--- src/rtl/fetch_pc_stage.sv ---
// fetch_pc_stage: program counter and IF/ID pipeline register of the MIPS pipeline.
//   Advances the PC while the control unit enables fetching, drives the
//   instruction-memory address, and registers the fetched word with its PC+4.
//   Handles load-use stalls and branch/jump redirects (redirects flush IF/ID).
//
// Ports:
//   clk, reset      rising-edge clock, synchronous active-high reset
//   start_pc        fetch enable from control unit (HALT <-> RUN)
//   stall           hold PC and IF/ID
//   branch_taken    redirect to branch_target (highest priority)
//   branch_target   branch destination byte address ([1:0] ignored)
//   jump            redirect to jump_target
//   jump_target     jump destination byte address ([1:0] ignored)
//   imem_rdata      instruction word at imem_addr (combinational read)
//   imem_addr       current PC
//   if_id_instr     registered instruction (0 = NOP on bubble)
//   if_id_pc4       registered PC+4 of that instruction
//   if_id_valid     IF/ID holds a real instruction
//   fetch_count     instructions loaded valid into IF/ID (PERF_CNT_EN)
//   stall_count     RUN cycles stalled without redirect (PERF_CNT_EN)
//
// Build option: define PERF_CNT_EN to build the performance counters;
//   otherwise fetch_count and stall_count are tied to zero.

module fetch_pc_stage #(
  parameter int unsigned           DATA_WIDTH = 32,
  parameter logic [DATA_WIDTH-1:0] RESET_PC   = 32'h0040_0000
) (
  input  logic                  clk,
  input  logic                  reset,
  input  logic                  start_pc,
  input  logic                  stall,
  input  logic                  branch_taken,
  input  logic [DATA_WIDTH-1:0] branch_target,
  input  logic                  jump,
  input  logic [DATA_WIDTH-1:0] jump_target,
  input  logic [DATA_WIDTH-1:0] imem_rdata,
  output logic [DATA_WIDTH-1:0] imem_addr,
  output logic [DATA_WIDTH-1:0] if_id_instr,
  output logic [DATA_WIDTH-1:0] if_id_pc4,
  output logic                  if_id_valid,
  output logic [31:0]           fetch_count,
  output logic [31:0]           stall_count
);

  typedef enum logic {
    HALT = 1'b0,
    RUN  = 1'b1
  } state_t;

  state_t                r_state;
  logic [DATA_WIDTH-1:0] r_pc;
  logic [DATA_WIDTH-1:0] r_instr;
  logic [DATA_WIDTH-1:0] r_pc4;
  logic                  r_valid;

  logic [DATA_WIDTH-1:0] w_pc_plus4;
  logic [DATA_WIDTH-1:0] w_branch_tgt;
  logic [DATA_WIDTH-1:0] w_jump_tgt;
  logic                  w_redirect;
  logic                  w_load_valid;
  logic                  w_stall_cycle;

  always_comb begin
    w_pc_plus4    = r_pc + DATA_WIDTH'(4);
    w_branch_tgt  = {branch_target[DATA_WIDTH-1:2], 2'b00};
    w_jump_tgt    = {jump_target[DATA_WIDTH-1:2], 2'b00};
    w_redirect    = branch_taken | jump;
    w_load_valid  = (r_state == RUN) & ~w_redirect & ~stall;
    w_stall_cycle = (r_state == RUN) & ~w_redirect & stall;
  end

  // The cycle's action follows the current state; start_pc only selects the
  // state for the following cycle.
  always_ff @(posedge clk) begin
    if (reset) begin
      r_state <= HALT;
      r_pc    <= RESET_PC;
      r_instr <= '0;
      r_pc4   <= '0;
      r_valid <= 1'b0;
    end else begin
      case (r_state)
        HALT: begin
          if (start_pc) r_state <= RUN;
          r_instr <= '0;
          r_valid <= 1'b0;
        end
        RUN: begin
          if (!start_pc) r_state <= HALT;
          if (branch_taken) begin
            r_pc    <= w_branch_tgt;
            r_instr <= '0;
            r_valid <= 1'b0;
          end else if (jump) begin
            r_pc    <= w_jump_tgt;
            r_instr <= '0;
            r_valid <= 1'b0;
          end else if (!stall) begin
            r_pc    <= w_pc_plus4;
            r_instr <= imem_rdata;
            r_pc4   <= w_pc_plus4;
            r_valid <= 1'b1;
          end
        end
        default: r_state <= HALT;
      endcase
    end
  end

`ifdef PERF_CNT_EN
  logic [31:0] r_fetch_cnt;
  logic [31:0] r_stall_cnt;

  always_ff @(posedge clk) begin
    if (reset) begin
      r_fetch_cnt <= '0;
      r_stall_cnt <= '0;
    end else begin
      if (w_load_valid)  r_fetch_cnt <= r_fetch_cnt + 32'd1;
      if (w_stall_cycle) r_stall_cnt <= r_stall_cnt + 32'd1;
    end
  end

  assign fetch_count = r_fetch_cnt;
  assign stall_count = r_stall_cnt;
`else
  logic w_unused_perf;
  assign w_unused_perf = w_load_valid ^ w_stall_cycle;
  assign fetch_count   = '0;
  assign stall_count   = '0;
`endif

  assign imem_addr   = r_pc;
  assign if_id_instr = r_instr;
  assign if_id_pc4   = r_pc4;
  assign if_id_valid = r_valid;

endmodule
--- config.mk ---
export PLATFORM = sky130hd
export DESIGN_NAME = fetch_pc_stage
export DESIGN_NICKNAME = d
export VERILOG_FILES = /design/src/rtl/fetch_pc_stage.sv
export SDC_FILE = /design/constraint.sdc
export NUM_CORES = 1
export LEC_CHECK = 0
export CORE_AREA = 2 2 145 111
export CTS_BUF_LIST = sky130_fd_sc_hd__clkbuf_2 sky130_fd_sc_hd__clkbuf_4 sky130_fd_sc_hd__clkbuf_8
export CTS_CLUSTER_DIAMETER = 30
export CTS_CLUSTER_SIZE = 8
export DETAILED_ROUTE_END_ITERATION = 16
export DIE_AREA = 0 0 147 113
export PLACE_DENSITY = 0.82
export SLEW_MARGIN = 0
export SYNTH_ARGS = -nofsm -noshare
export SYNTH_HDL_FRONTEND = slang
export SYNTH_SLANG_ARGS = --single-unit
--- constraint.sdc ---
create_clock -name clk -period 2.25 [get_ports clk]
set_input_delay 0.225 -clock clk [delete_from_list [all_inputs] [get_ports clk]]
set_output_delay 0.225 -clock clk [all_outputs]
set_load 0.02 [all_outputs]
# Word level (Yosys, flattened, before mapping)
# Index checks and enable logic that the tools add are counted.
dict set report totals {
  in_bits 102
  regBits 98
  output_inout_bits 161
}
dict set report op_classes {
  n_eq_ne 2
  reduce_logical 2
  mux 12
  add_sub_neg 1
  n_bitwise 4
}
# op count
set op_table {}
lappend op_table {{$mux W32} 6}
lappend op_table {{$pmux W32 S2} 1}
lappend op_table {{$add A32 B3 Y32 const B} 1}
lappend op_table {{$mux W1} 4}
lappend op_table {{$ne A4 B4 Y1 const B} 1}
lappend op_table {{$not A1 Y1} 4}
lappend op_table {{$reduce_and A4 Y1} 1}
lappend op_table {{$ne A3 B1 Y1 const B} 1}
lappend op_table {{$pmux W1 S2} 1}
lappend op_table {{$reduce_and A2 Y1} 1}

# Depth between registers and ports, before layout
dict set report logic_depth {
  ltp_word 4
  mapped_depth 8
  ltp_nobuf 6
}

# Worst setup path before layout
# Ideal clock, no wire load.
dict set report synth_path {
  kind {reg2reg}
  startpoint {register r_pc[2] (netlist: imem_addr[2])}
  endpoint {register r_pc[28] (netlist: imem_addr[28])}
  slack_ns 0.076
  arrival_ns 2.052
  stages_incl_launch_ff 7
  setup_time_ns 0.122
  n_path_buf 1
  required_ns 2.128
  path_cell_list {dfxtp_1 ha_1 and4_1 buf_4 nand3_4 or4_4 a311o_1}
}
dict set report synth_between {
  elab_chain_cells 4
}
# element line_no
set synth_rtl {}
lappend synth_rtl {{start: declaration} 52} ;# logic [DATA_WIDTH-1:0] r_pc;
lappend synth_rtl {{start signal: assignment} 92} ;# r_pc <= w_branch_tgt;
lappend synth_rtl {{start signal: assignment} 96} ;# r_pc <= w_jump_tgt;
lappend synth_rtl {{start signal: assignment} 100} ;# r_pc <= w_pc_plus4;
lappend synth_rtl {{$add A32 B3 Y32} 65} ;# w_pc_plus4 = r_pc + DATA_WIDTH'(4);
lappend synth_rtl {{$mux W32} 99} ;# end else if (!stall) begin
lappend synth_rtl {{$mux W32} 95} ;# end else if (jump) begin
lappend synth_rtl {{$mux W32} 91} ;# if (branch_taken) begin
# No other way between the ends. The select of a mux whose other input is x is not followed.
# A chain may end at the register's enable or synchronous reset.

# Worst setup path in the final report
dict set report layout_path {
  startpoint {register r_pc[3] (netlist: imem_addr[3])}
  endpoint {register r_pc[14] (netlist: imem_addr[14])}
}
# Same word-level chain as after synthesis.

==> results.txt <==
- Setup violations remaining at the end of the flow were counted as 0.
* Die boundary height: 113 µm
* Sw Pwr: 1.09 mW
* Mean instance size in the synthesized netlist: 8.33 µm²
* Final period utilization: 0.933
- Of the post-synthesis cell area, the dominant cell type holds 0.359.
- Layout cell share with drive strength beyond 1: 0.0900
- Static Leakage: 2.77 nW
* Clock root cell: clkbuf_8
- The later pin in the worst-skew pair is clocked with a latency of 0.36 ns.
- Syn Inst Count: 629
* Path category of the worst min-delay check: primary input to flop
* Maximum number of pins on one net before global-route repair: 54
- Crit path max fanout: 5
* Post-synthesis cell area: 0.00524 mm²
- Area of the multi-input gates: 0.00286 mm²
- FFs w/ async S/R, synth: 0
- # Post-CTS Setup Buffers: 0
- After clock tree synthesis, the clock-pin slew on the worst setup and hold paths is 0.09 ns.
- After detailed routing, the average wire length per cell comes to 15.9 µm.
- In the global route stage, met1 resource usage came out at 0.255.
- In this run, synthesis produced a sequential element count of 94.
- Final instance area: 0.00748 mm²
- The share of total power dissipated in the clock network is 0.333.
* Slack of the critical path: 0.150 ns
- Pre-CTS setup slack: 0.0703 ns
- The first routing iteration left 351 violations.
- The critical path in this run is classified as flop to flop.
- At the worst endpoint, the required time is 2.50 ns.
- TritonCTS clock tree: built
- In this run the standard cell core region covers 0.0151 mm².
- The via count of the first global-routing pass was 4675.
- Main area contributors after synthesis: dfxtp_1 36%, buf_4 10%, mux2i_1 6.7%
- Logic gate share of total power: 0.209
- Synth-to-Final Area Change: 42.6%
- Once placement finished, the instance area stood at 0.00724 mm².
- Met2 Track Usage GR: 0.310
- For this design, the CTS-stage hold fixing added 0 buffers.
- Cells resized by post-CTS repair: 0
- In this run the number of H-tree levels came out at 3.
* Cell internal power dissipation: 2.76 mW
- The first global-routing pass estimated 25100 µm of wire.
- Status: complete, no violations
* Tot GR Track Use: 0.190
* Area used by sequential logic in the layout: 0.00188 mm²
* Max rail drop VDD: 0.000239 V
- Total global routing overflow: 0
- For the finished layout, the period the worst path requires is 2.10 ns.
- The share of total power dissipated in sequential elements is 0.458.
- For this run, the top clock speed supported by timing is 476 MHz.
- Measured along the x axis, the die boundary spans 147 µm.
- Final hold analysis gives a worst-case slack of 0.267 ns.
* Number of buffers inserted during clock tree synthesis: 9
- The die covers 0.0166 mm².
* Total count of max-transition violations in the final report: 0
- Final TNS setup: 0 ns
- The initial antenna violation count is 1.
- In this run, distinct cell masters in the synthesized netlist total 60.
- In this run the deepest clock path goes through 2 buffers.
- Max-capacitance violation count: 0
- Final Hold Violating Endpoints: 0
- Overall power consumption: 3.85 mW
- Power per cell area: 515 mW/mm²
- In this run the remaining antenna-violating nets after routing total 0.
- Arrival @ worst endpoint: 2.35 ns
- Sequential area share after synthesis: 0.359
- After detailed routing, the number of vias per cell comes to 4.95.
- STA classifies the critical path endpoint as a flop.
- STA classifies the critical path startpoint as a flop.
- The biggest area contributor in the post-synthesis netlist is dfxtp_1.
* Number of nets at the end of the flow: 920
- The clock drives 94 sinks.
- Post-synth top flop: dfxtp_1
* Fillers: 1472
* DPL Wire Length: 12500 µm
- Via count of the routed design: 5092
- For this configuration, the core starts out at a cell density of 0.347.
- Most used routing layer in global routing: met2
- Met3 usage in global routing: 0.0524
- The synthesized design contains 0 enable-type register cells.
- At the pin with the least slew margin, the transition time is 0.631 ns.
- Input and output buffers added on the ports amount to 190.
* Count of TritonRoute iterations in the first routing pass: 5
- The worst pin sits at a relative slew slack of 0.576.
* Total of warnings raised by yosys: 0
- Of the total power, the share spent switching nets is 0.284.
- Routability-driven placement finished with a final weighted congestion of 0.847.
* Remaining routing DRC violations: 0
- After floorplanning, the core was divided into 39 placement rows.
- Number of top-level pins: 263
- Clk_skew: 0.00806 ns
- Post-detailed-routing wire length: 16400 µm
synthesized netlist by cell type, drive strengths merged (3+ instances only):
cell     n
nand3   13
o41ai    4
o22ai    5
buf     92
o21a     4
nor2b    3
a31oi    3
inv      9
o21ai   17
nand4   11
nor4     9
a22o     3
or3      3
xor2    11
and3     5
clkbuf  27
a22oi    9
o211ai   3
a211o    3
xnor2   15
nor3b    3
nor2    90
nand2   37
nor3    12
a21oi   28
dfxtp   94
o31ai    5
a211oi  35
mux2i   35
a221oi   4
and4     8
cell type report:
type	instances	area share
tap	205	0.0343
clock buffer	11	0.0194
multi-input combinational	474	0.382
clock inverter	5	0.0109
sequential	94	0.252
antenna	1	0.000335
inverter	9	0.00452
timing repair buffer	229	0.297
critical path, cell delays in order, from the launching register on:
cell and delay [ns]:
dfxtp_1 0.36, ha_1 0.23, and4_2 0.32, buf_4 0.16
nand2_1 0.16, nor2_1 0.24, o21ai_0 0.15, a2111oi_2 0.37
layer usage:
| metal | vias to the layer above | part of all wire |
|---|---|---|
| met3 | 15 | 0.084 |
| li1 | 2478 | - |
| met5 | - | 0 |
| met2 | 220 | 0.47 |
| met1 | 2379 | 0.44 |
| met4 | 0 | 0.0087 |
state kept, by name (all words and copies together) (netlist names):
name and cells:
if_id_instr 32, if_id_pc4 30, imem_addr 30, if_id_valid 1, r_state 1
worst paths after layout:
| path | start | to | slack, ns | depth (start not counted) |
|---|---|---|---|---|
| hold / removal | reset | if_id_pc4[2]$_SDFFE_PP0P_ | 0.27 | 2 |
| setup reg to reg | imem_addr[3]$_SDFFE_PP0P_ | imem_addr[14]$_SDFFE_PP0P_ | 0.15 | 7 |
| hold reg to reg | if_id_pc4[3]$_SDFFE_PP0P_ | if_id_pc4[3]$_SDFFE_PP0P_ | 0.46 | 2 |
| setup / recovery | imem_addr[3]$_SDFFE_PP0P_ | imem_addr[14]$_SDFFE_PP0P_ | 0.15 | 7 |
placed cells by master (no fill, tap or decap), types with 7 or more instances in the layout:
cell             count
buf_4               36
a211oi_1            34
nand2_1             37
a21oi_1             28
clkdlybuf4s50_1    188
clkbuf_8            10
and4_1               7
nor4_1               7
dfxtp_1             94
nor2_1              90
inv_1                9
nand4_1             11
nor3_1              11
a22oi_1              9
mux2i_1             35
xor2_1              11
xnor2_1             15
conb_1              68
nand3_1             11
o21ai_0             16
power groups by stage:
stage          registers (mW)  clock network, mW  logic (mW)
6_report                 1.76               1.29       0.806
5_1_grt                  1.77               1.40       0.862
4_1_cts                  1.76               1.33       0.800
3_5_place_dp             1.80                  0       0.796
3_3_place_gp             1.80                  0       0.789
2_1_floorplan            1.85                  0       0.463
metrics by stage:
step            util  std cells
2_1_floorplan      -        696
3_3_place_gp   0.479       1011
3_5_place_dp   0.479       1011
4_1_cts        0.494       1027
5_1_grt        0.494       1027
6_report       0.494       1028
kinds of logic after synthesis:
group,after synthesis,synth area share
AO/OA/AOI/OAI,142,0.190
buffers and inverters,128,0.147
flip-flops,94,0.359
other,1,0.000715
adder cells (fa/ha/maj),1,0.00239
multiplexers,36,0.0690
AND/OR/NAND/NOR,201,0.188
XOR/XNOR,26,0.0434
No activity file was read; power rests on OpenSTA's default activity.
